## src/rtl/priv_trap_controller.sv

```systemverilog
// Privilege trap controller: owns Mode, records epc/cause, flushes and redirects fetch to trap vectors.
// Optional build macro PRIV_TRAP_COUNT_EN enables the saturating trap_count counter (tied to 0 otherwise).
module priv_trap_controller #(
    parameter int                  PC_WIDTH        = 16,
    parameter logic [PC_WIDTH-1:0] VEC_ILLEGAL_PC  = 'h0010,
    parameter logic [PC_WIDTH-1:0] VEC_ILLEGAL_MEM = 'h0020,
    parameter logic [PC_WIDTH-1:0] VEC_SYSCALL     = 'h0030,
    parameter logic [PC_WIDTH-1:0] VEC_PRIV_INSTR  = 'h0040,
    parameter int                  FLUSH_CYCLES    = 2
) (
    input  logic                clk,
    input  logic                rst,
    input  logic                Illegal_PC,
    input  logic                Illegal_Memory,
    input  logic                syscall,
    input  logic                eret,
    input  logic [PC_WIDTH-1:0] fault_pc,
    output logic                Mode,
    output logic                trap_flush,
    output logic                pc_redirect,
    output logic [PC_WIDTH-1:0] redirect_pc,
    output logic [PC_WIDTH-1:0] epc,
    output logic [1:0]          cause,
    output logic                busy,
    output logic [7:0]          trap_count
);

    localparam logic [1:0] IDLE     = 2'd0;
    localparam logic [1:0] FLUSH    = 2'd1;
    localparam logic [1:0] REDIRECT = 2'd2;

    localparam logic [3:0] FLUSH_CNT_INIT = 4'(FLUSH_CYCLES - 1);

    logic [1:0] state;
    logic [3:0] flush_cnt;
    logic       prev_mode;
    logic       take_trap;
    logic       take_eret;
    logic [1:0] trap_code;

    function automatic logic [PC_WIDTH-1:0] vector_for(input logic [1:0] c);
        case (c)
            2'd0:    return VEC_ILLEGAL_PC;
            2'd1:    return VEC_ILLEGAL_MEM;
            2'd2:    return VEC_SYSCALL;
            default: return VEC_PRIV_INSTR;
        endcase
    endfunction

    // A user-mode eret outranks syscall because it is itself a privilege violation.
    always_comb begin
        take_trap = 1'b0;
        take_eret = 1'b0;
        trap_code = 2'd0;
        if (state == IDLE) begin
            if (Illegal_PC) begin
                take_trap = 1'b1;
                trap_code = 2'd0;
            end else if (Illegal_Memory) begin
                take_trap = 1'b1;
                trap_code = 2'd1;
            end else if (eret && !Mode) begin
                take_trap = 1'b1;
                trap_code = 2'd3;
            end else if (syscall) begin
                take_trap = 1'b1;
                trap_code = 2'd2;
            end else if (eret) begin
                take_eret = 1'b1;
            end
        end
    end

    always_ff @(posedge clk) begin
        if (rst) begin
            state       <= IDLE;
            flush_cnt   <= 4'd0;
            Mode        <= 1'b1;
            prev_mode   <= 1'b1;
            epc         <= '0;
            cause       <= 2'd0;
            redirect_pc <= '0;
            busy        <= 1'b0;
        end else begin
            case (state)
                IDLE: begin
                    if (take_trap) begin
                        epc       <= fault_pc;
                        cause     <= trap_code;
                        prev_mode <= Mode;
                        Mode      <= 1'b1;
                        flush_cnt <= FLUSH_CNT_INIT;
                        state     <= FLUSH;
                        busy      <= 1'b1;
                    end else if (take_eret) begin
                        Mode        <= prev_mode;
                        prev_mode   <= 1'b1;
                        redirect_pc <= epc;
                        state       <= REDIRECT;
                        busy        <= 1'b1;
                    end
                end
                FLUSH: begin
                    if (flush_cnt == 4'd0) begin
                        redirect_pc <= vector_for(cause);
                        state       <= REDIRECT;
                    end else begin
                        flush_cnt <= flush_cnt - 4'd1;
                    end
                end
                REDIRECT: begin
                    state <= IDLE;
                    busy  <= 1'b0;
                end
                default: begin
                    state <= IDLE;
                    busy  <= 1'b0;
                end
            endcase
        end
    end

    assign trap_flush  = (state == FLUSH) || (state == REDIRECT);
    assign pc_redirect = (state == REDIRECT);

`ifdef PRIV_TRAP_COUNT_EN
    logic [7:0] trap_cnt;

    // Saturates so software can tell "many" from a wrapped small count.
    always_ff @(posedge clk) begin
        if (rst) begin
            trap_cnt <= 8'h00;
        end else if (take_trap && (trap_cnt != 8'hFF)) begin
            trap_cnt <= trap_cnt + 8'h01;
        end
    end

    assign trap_count = trap_cnt;
`else
    assign trap_count = 8'h00;
`endif

endmodule

```

## config.mk

```make
export PLATFORM = sky130hd
export DESIGN_NAME = priv_trap_controller
export DESIGN_NICKNAME = d
export VERILOG_FILES = /design/src/rtl/priv_trap_controller.sv
export SDC_FILE = /design/constraint.sdc
export NUM_CORES = 1
export LEC_CHECK = 0
export ABC_CLOCK_PERIOD_IN_PS = 2500
export BUFFER_PORTS_ARGS = -buffer_cell sky130_fd_sc_hd__buf_2
export CAP_MARGIN = 10
export CORE_AREA = 2 2 73 61
export CTS_CLUSTER_SIZE = 40
export DETAILED_ROUTE_END_ITERATION = 10
export DIE_AREA = 0 0 75 63
export GPL_ROUTABILITY_DRIVEN = 0
export MAX_ROUTING_LAYER = met4
export PLACE_DENSITY = 0.87
export SLEW_MARGIN = 40
export SYNTH_ARGS = -nofsm -noshare
export SYNTH_HDL_FRONTEND = slang
export SYNTH_SLANG_ARGS = --single-unit
export TNS_END_PERCENT = 1
```

## constraint.sdc

```tcl
create_clock -name clk -period 2.5 [get_ports clk]
set_input_delay 0.5 -clock clk [delete_from_list [all_inputs] [get_ports clk]]
set_output_delay 0.5 -clock clk [all_outputs]
set_load 0.02 [all_outputs]
```

# Word-level counts from Yosys, hierarchy flattened
# Index checks and enable logic that the tools add are counted.
# op_classes
order_cmp	0
div_mod_pow	0
mux	33
add_sub_neg	1
n_reduce_logical	14
shift	0
n_eq_ne	10
n_mul	0
bitwise_logic	1
# op_table
op	n
2-to-1 mux 16 bit	3
case mux 16 bit (2 select lines)	1
case mux 7 bit (3 select lines)	1
2-to-1 mux 1 bit	16
2-to-1 mux 2 bit	7
inequality test 2 bit, second input constant	5
2-to-1 mux 4 bit	2
case mux 4 bit (2 select lines)	1
AND reduction 2 bit	4
== test 2 x 1 -> 1 bit, second input constant	2
== test 2 bit, second input constant	2
logical NOT 2 bit	2
logical NOT 4 bit	1
case mux 2 bit (2 select lines)	1
AND reduction 4 bit	1
nonzero test 2 bit	2
subtractor 4 x 1 -> 4 bit, second input constant	1
inequality test 3 bit, second input constant	1
AND reduction 3 bit	1
case mux 1 bit (2 select lines)	1
logical AND 1 bit	1
logical NOT 1 bit	1
logical OR 1 bit	1
inverter 1 bit	1
# totals
memories	0
ram_bits	0
regBits	43
out_inout_bits	46
wordCells	67
latchBits	0
romBits	0

# Logic depth before layout (Yosys ltp)
# Gate-level depths: netlist (run 1).
# depth
word_depth	9
ltp_mapped	7
depth_no_buf	6

# Worst setup path after synthesis (run 1)
# OpenSTA, ideal clock, no wires.
# synth_timing
path_kind	register to register
start	register state[1]
end	register redirect_pc[0]
arrival_ns	1.590
stages_incl_launch_ff	8
path_slack_ns	0.793
period_less_slack_ns	1.707
path_cell_list	dfxtp_1 -> inv_1 -> ha_1 -> nor4b_4 -> a32o_2 -> a21oi_2 -> buf_6 -> a22o_1
# synth_via
elab_chain_len	4
word_cells_on_any_way	10
classes_between	4 x eq/ne; 3 x mux; 3 x reduce/logical
# synth_lines
item	line_no	rtl
start, declared	34	logic [1:0] state;
start signal, assigned	76	state <= IDLE;
start signal, assigned	93	state <= FLUSH;
start signal, assigned	99	state <= REDIRECT;
logical NOT 2 bit	55, 85	
2-to-1 mux 1 bit	55	if (state == IDLE) begin
inequality test 2 bit (no source line)	-	
AND reduction 4 bit (no source line)	-	
end signal, assigned	98	redirect_pc <= epc;
end signal, assigned	105	redirect_pc <= vector_for(cause);
end, declared	21	output logic [PC_WIDTH-1:0] redirect_pc,
# Several ways; a longest one is shown, not always the timed one.
# A chain may end at the register's enable or synchronous reset.

# Worst setup path in the final report (run 1)
# layout_timing
start	register state[1]
end	register redirect_pc[7]
# The elaborated chain is that of the path after synthesis.

==> metrics.txt, run 1 <==
status finished, final reports clean; cts bufs inserted 5; Net Sw Frac 0.361; first-pass GRT wire length 6.43 mm; Multi-input gate area 897 µm²; hold depth 3; R2R Path End redirect_pc[7]$_SDFFE_PP0P_; number of synthesized flops with an enable pin 0; Final Max Tran Viols 0; Yosys Warn Count 0; max_slew headroom 0.544; remaining antenna violation count 0; core region area 4020 µm²; FP Rows 21; CTS max path bufs 2; final design utilization 0.561; RSZ-0062 raised after global routing false; I/O Pins 68; Overall Global Routing Usage 0.181; n_diodes 0; Synth area leaders dfxtp_1, mux2i_1, a22o_1; Slew @ Worst Pin 0.678 ns; Net Sw Power 705 µW; critical path startpoint category register; part of the power in the clock network 0.210; commonest non-fill, non-tap cell in the layout buf_2; Seq/Total Area, Yosys 0.461; Root Driver clkbuf_8; Seq pwr share 0.433; asr flop ratio synth 0; CTS H-Tree Depth 2; Die Ht 63 µm; Worst Setup Path Type reg -> reg; fin nets 277; detailed-route DRC error count 0; layout cells sized above 1 0.294; Iter 0 DRT Violations 92; crit path time final 2.14 ns; Layout area overhead 20.6%; DIE AREA 4730 µm²; Syn Inst Count 188; detailed-route via count 1,504; starting density of the core 0.465; Crit path required time 2.73 ns; first drt pass iteration count 4; worst skew pair latency 0.28 ns; final wirelength 4.04 mm; metal3 WL 160 µm; largest net degree at the start of global routing 30; Overflow after GRT 0; cell accounting for the most synthesized area dfxtp_1; initial antenna violation count 0; fmax 467 MHz; Setup Buffers After CTS 0; clock sink count 43; most frequent cells in the layout buf_2, dfxtp_1, nor2_1; Cell Int Power 1.25 mW; FF/Latch Area 861 µm²; post-cts sizing count 0; Worst Path Max Fanout 13; Setup crit end kind register; Hold Path Class in -> reg; setup slack, reg-to-reg 0.36 ns; crit share post-route 0.857; Yosys reg bits 43; logic gate share of total power 0.357; wire per inst 13.2 µm; Fill cells 364; CP arrival 2.37 ns; Top Metal Used met4; via-per-instance ratio 4.93; Synth top area share 0.461; DP HPWL 2.98 mm; FF-to-FF Start state[1]$_SDFFE_PP0P_; Lkg Pwr 1.08 nW; crit path to redirect_pc[7]$_SDFFE_PP0P_; CTS tree yes; final setup vio count 0; Mapped Avg Cell Area 9.94 µm²; cell depth of the worst flop-to-flop path 6; WL met1 1.95 mm; number of I/O port buffers 59; cts hold-fix bufs 0; mapped cell area 1870 µm²; Routed met2 length 1.88 mm; Primary FF master, synth dfxtp_1; Max-cap violations 0; Reg clk slew, reported paths 0.07 ns; Yosys cell types 40; Max VDD drop 0.467 mV; Worst Setup SP state[1]$_SDFFE_PP0P_; total negative slack 0 ns; Fin Clk Skew 0.00326 ns; Die X-Extent 75 µm; Fin. Hold Viols 0; vias in the first global route 1,363; Power Density 865 nW/µm²
[power groups by stage]
stage / Combinational [mW] / Sequential [mW] / Clock, mW
after floorplan: 0.460 / 0.926 / 0
after global placement: 0.678 / 0.856 / 0
after detailed placement: 0.693 / 0.861 / 0
after CTS: 0.698 / 0.845 / 0.421
after global routing: 0.766 / 0.858 / 0.453
final: 0.697 / 0.845 / 0.409
[state kept, by name, summed over array words and instances (netlist names)]
signal / count
busy: 1
flush_cnt: 4
state: 2
cause: 2
redirect_pc: 16
prev_mode: 1
Mode: 1
epc: 16
[layer usage]
layer,GRT usage,vias up
met1,0.234,696
met4,0.0513,0
met3,0.0468,5
met2,0.279,35
li1,-,768
met5,-,-
[cell type report]
cell class,count,area share
Clock buffer,7,0.0339
Clock inverter,1,0.00222
Inverter,9,0.0150
Multi-Input combinational cell,127,0.398
Sequential cell,43,0.382
Tap cell,57,0.0316
Timing Repair Buffer,61,0.138
[cell usage after synthesis (all sizes together), types with 3 or more instances]
cell type / n
mux2i: 18
a21oi: 9
nand2b: 3
ha: 8
o21ai: 8
a22o: 13
inv: 9
clkbuf: 3
nand2: 4
nor3: 4
nor2: 27
dfxtp: 43
buf: 13
[cells by family after synthesis]
family | count (synthesis) | share of synthesized area
buf+inv | 25 | 0.0776
simple gates | 50 | 0.141
mux | 18 | 0.0964
fa+ha+maj | 8 | 0.0535
other cells | 1 | 0.00201
compound gates | 43 | 0.169
flops | 43 | 0.461
[per-stage QoR]
| stage | setup WS (ns) | std cells | area, µm² | hold slack, ns | power, mW |
|---|---|---|---|---|---|
| after floorplan | 0.793 | 195 | 1900 | 0.456 | 1.39 |
| after global placement | 0.476 | 297 | 2170 | 0.456 | 1.53 |
| after detailed placement | 0.403 | 297 | 2170 | 0.456 | 1.55 |
| after CTS | 0.365 | 305 | 2250 | 0.438 | 1.96 |
| after global routing | 0.136 | 305 | 2250 | 0.462 | 2.08 |
| final | 0.357 | 305 | 2250 | 0.442 | 1.95 |
[worst max-delay path, cell delays in order (launching register included)]
cell	delay, ns
dfxtp_1	0.32
inv_1	0.10
ha_1	0.46
inv_1	0.17
a21o_1	0.29
a21oi_2	0.54
a22o_1	0.22
[worst min-delay path by stage]
stage                                             from                      endpoint
after floorplan                 prev_mode$_SDFFE_PP1P_             Mode$_SDFFE_PP1P_
after global placement    redirect_pc[11]$_SDFFE_PP0P_  redirect_pc[11]$_SDFFE_PP0P_
after detailed placement   redirect_pc[2]$_SDFFE_PP0P_   redirect_pc[2]$_SDFFE_PP0P_
after CTS                                  fault_pc[0]           epc[0]$_SDFFE_PP0P_
after global routing                       fault_pc[0]           epc[0]$_SDFFE_PP0P_
final                                      fault_pc[6]           epc[6]$_SDFFE_PP0P_
Power figures use the tool's default switching activity.
==> inputs of run 2 (changes only) <==
--- a/config.mk
+++ b/config.mk
@@ -8,10 +8,10 @@
 export ABC_CLOCK_PERIOD_IN_PS = 2500
 export BUFFER_PORTS_ARGS = -buffer_cell sky130_fd_sc_hd__buf_2
 export CAP_MARGIN = 10
-export CORE_AREA = 2 2 73 61
+export CORE_AREA = 2 2 66 68
 export CTS_CLUSTER_SIZE = 40
 export DETAILED_ROUTE_END_ITERATION = 10
-export DIE_AREA = 0 0 75 63
+export DIE_AREA = 0 0 68 70
 export GPL_ROUTABILITY_DRIVEN = 0
 export MAX_ROUTING_LAYER = met4
 export PLACE_DENSITY = 0.87
==> metrics.txt, run 2 (synthesis results as in run 1) <==
via-per-instance ratio 5.23 (+6.1%); Fill cells 364 (unchanged); Net Sw Power 718 µW (+1.7%); Layout area overhead 21.6%; total negative slack 0 ns (unchanged); initial antenna violation count 0 (unchanged); crit path time final 2.13 ns (-0.00919 ns); largest net degree at the start of global routing 30 (unchanged); Final Max Tran Viols 0 (unchanged); most frequent cells in the layout buf_2, dfxtp_1, nor2_1; hold depth 3 (unchanged); RSZ-0062 raised after global routing false; I/O Pins 68 (unchanged); CP arrival 2.38 ns (about the same); first-pass GRT wire length 6.52 mm (+1.4%); Cell Int Power 1.34 mW (+7.7%); Slew @ Worst Pin 0.591 ns (-0.0871 ns); Overall Global Routing Usage 0.183 (+0.00183); cts bufs inserted 5 (unchanged); clock sink count 43 (unchanged); Worst Setup Path Type reg -> reg; Lkg Pwr 1.09 nW (+0.74%); CTS H-Tree Depth 2 (unchanged); Iter 0 DRT Violations 77 (-16%); final wirelength 3.88 mm (-3.7%); Reg clk slew, reported paths 0.08 ns (about the same); CTS max path bufs 2 (unchanged); Setup crit end kind register; Die X-Extent 68 µm (-9.3%); n_diodes 0 (unchanged); Net Sw Frac 0.348 (-0.0131); worst skew pair latency 0.30 ns (+0.02 ns); Regs by FF count epc: 16 flops, redirect_pc: 16 flops, flush_cnt: 4 flops; CTS tree yes; Inst Count DP 292 (-1.7%); critical path startpoint category register; final design utilization 0.549 (-0.0122); cts hold-fix bufs 0 (unchanged); max_slew headroom 0.602 (+0.0586); layout cells sized above 1 0.300 (+0.00524); Max VDD drop 0.494 mV (+5.8%); Non-Filler Instances 299 (-2.0%); Die Ht 70 µm (+11%); Root Driver clkbuf_8; post-cts sizing count 0 (unchanged); Seq pwr share 0.408 (-0.025); Worst Path Max Fanout 13 (unchanged); FF/Latch Area 861 µm² (unchanged); setup slack, reg-to-reg 0.37 ns (about the same); crit share post-route 0.854 (-0.00368); Fin. Hold Viols 0 (unchanged); DP HPWL 2.81 mm (-5.7%); Hold Path Class in -> reg; hold slack 0.428 ns (-0.0140 ns); starting density of the core 0.451 (-0.0139); Overflow after GRT 0 (unchanged); Setup Buffers After CTS 0 (unchanged); detailed-route via count 1,564 (+4.0%); Tot Pwr 2.06 mW (+5.6%); first drt pass iteration count 4 (unchanged); cell depth of the worst flop-to-flop path 6 (unchanged); status finished, final reports clean; number of I/O port buffers 59 (unchanged); Multi-input gate area 897 µm² (unchanged); fin nets 277 (unchanged); final setup vio count 0 (unchanged); part of the power in the clock network 0.255 (+0.045); detailed-route DRC error count 0 (unchanged); remaining antenna violation count 0 (unchanged); logic gate share of total power 0.337 (-0.020); core region area 4140 µm² (+3.1%); Max-cap violations 0 (unchanged); Crit path required time 2.74 ns (about the same); FP Rows 24 (+14%); Fin Clk Skew 0.00958 ns (+0.00632 ns); commonest non-fill, non-tap cell in the layout buf_2; vias in the first global route 1,505 (+10%); Power Density 906 nW/µm² (+4.7%); wire per inst 13.0 µm (-1.8%); fmax 469 MHz (+0.43%); DIE AREA 4760 µm² (+0.74%)
==> run 2: critical path, stage by stage (launching register included) <==
cell and delay, ns:
dfxtp_1 0.32, inv_1 0.09, ha_1 0.46, inv_1 0.19, a21o_1 0.28, a21oi_2 0.52, a22o_1 0.22
==> run 2: per-stage QoR <==
step | worst slack, ns | area (µm²)
3_5_place_dp | 0.367 | 2170
6_report | 0.366 | 2270
2_1_floorplan | 0.793 | 1900
4_1_cts | 0.346 | 2270
3_3_place_gp | 0.500 | 2170
5_1_grt | 0.151 | 2270
==> run 2: power groups by stage <==
stage / clock network (mW) / registers, mW / logic, mW
5_1_grt: 0.563 / 0.853 / 0.764
6_report: 0.525 / 0.841 / 0.693
2_1_floorplan: 0 / 0.926 / 0.460
3_5_place_dp: 0 / 0.857 / 0.693
3_3_place_gp: 0 / 0.854 / 0.677
4_1_cts: 0.536 / 0.842 / 0.697
==> run 2: final cells by class <==
| cell class | instances | area share |
|---|---|---|
| Multi-Input combinational cell | 127 | 0.395 |
| Sequential cell | 43 | 0.379 |
| Timing Repair Buffer | 61 | 0.136 |
| Clock buffer | 5 | 0.0303 |
| Tap cell | 52 | 0.0286 |
| Clock inverter | 2 | 0.0165 |
| Inverter | 9 | 0.0149 |
==> run 2: path summary, 6_finish.rpt <==
check	from	endpoint
max	state[1]$_SDFFE_PP0P_	redirect_pc[2]$_SDFFE_PP0P_
min	fault_pc[13]	epc[13]$_SDFFE_PP0P_
max reg2reg	state[1]$_SDFFE_PP0P_	redirect_pc[2]$_SDFFE_PP0P_
min reg2reg	redirect_pc[8]$_SDFFE_PP0P_	redirect_pc[8]$_SDFFE_PP0P_
==> run 2: layer usage <==
layer / GRT usage / up-vias / routed length [µm]
met5: - / - / 0
met4: 0.0667 / 0 / 65
met3: 0.0419 / 6 / 310
met2: 0.277 / 68 / 1740
met1: 0.237 / 725 / 1770
li1: - / 765 / -
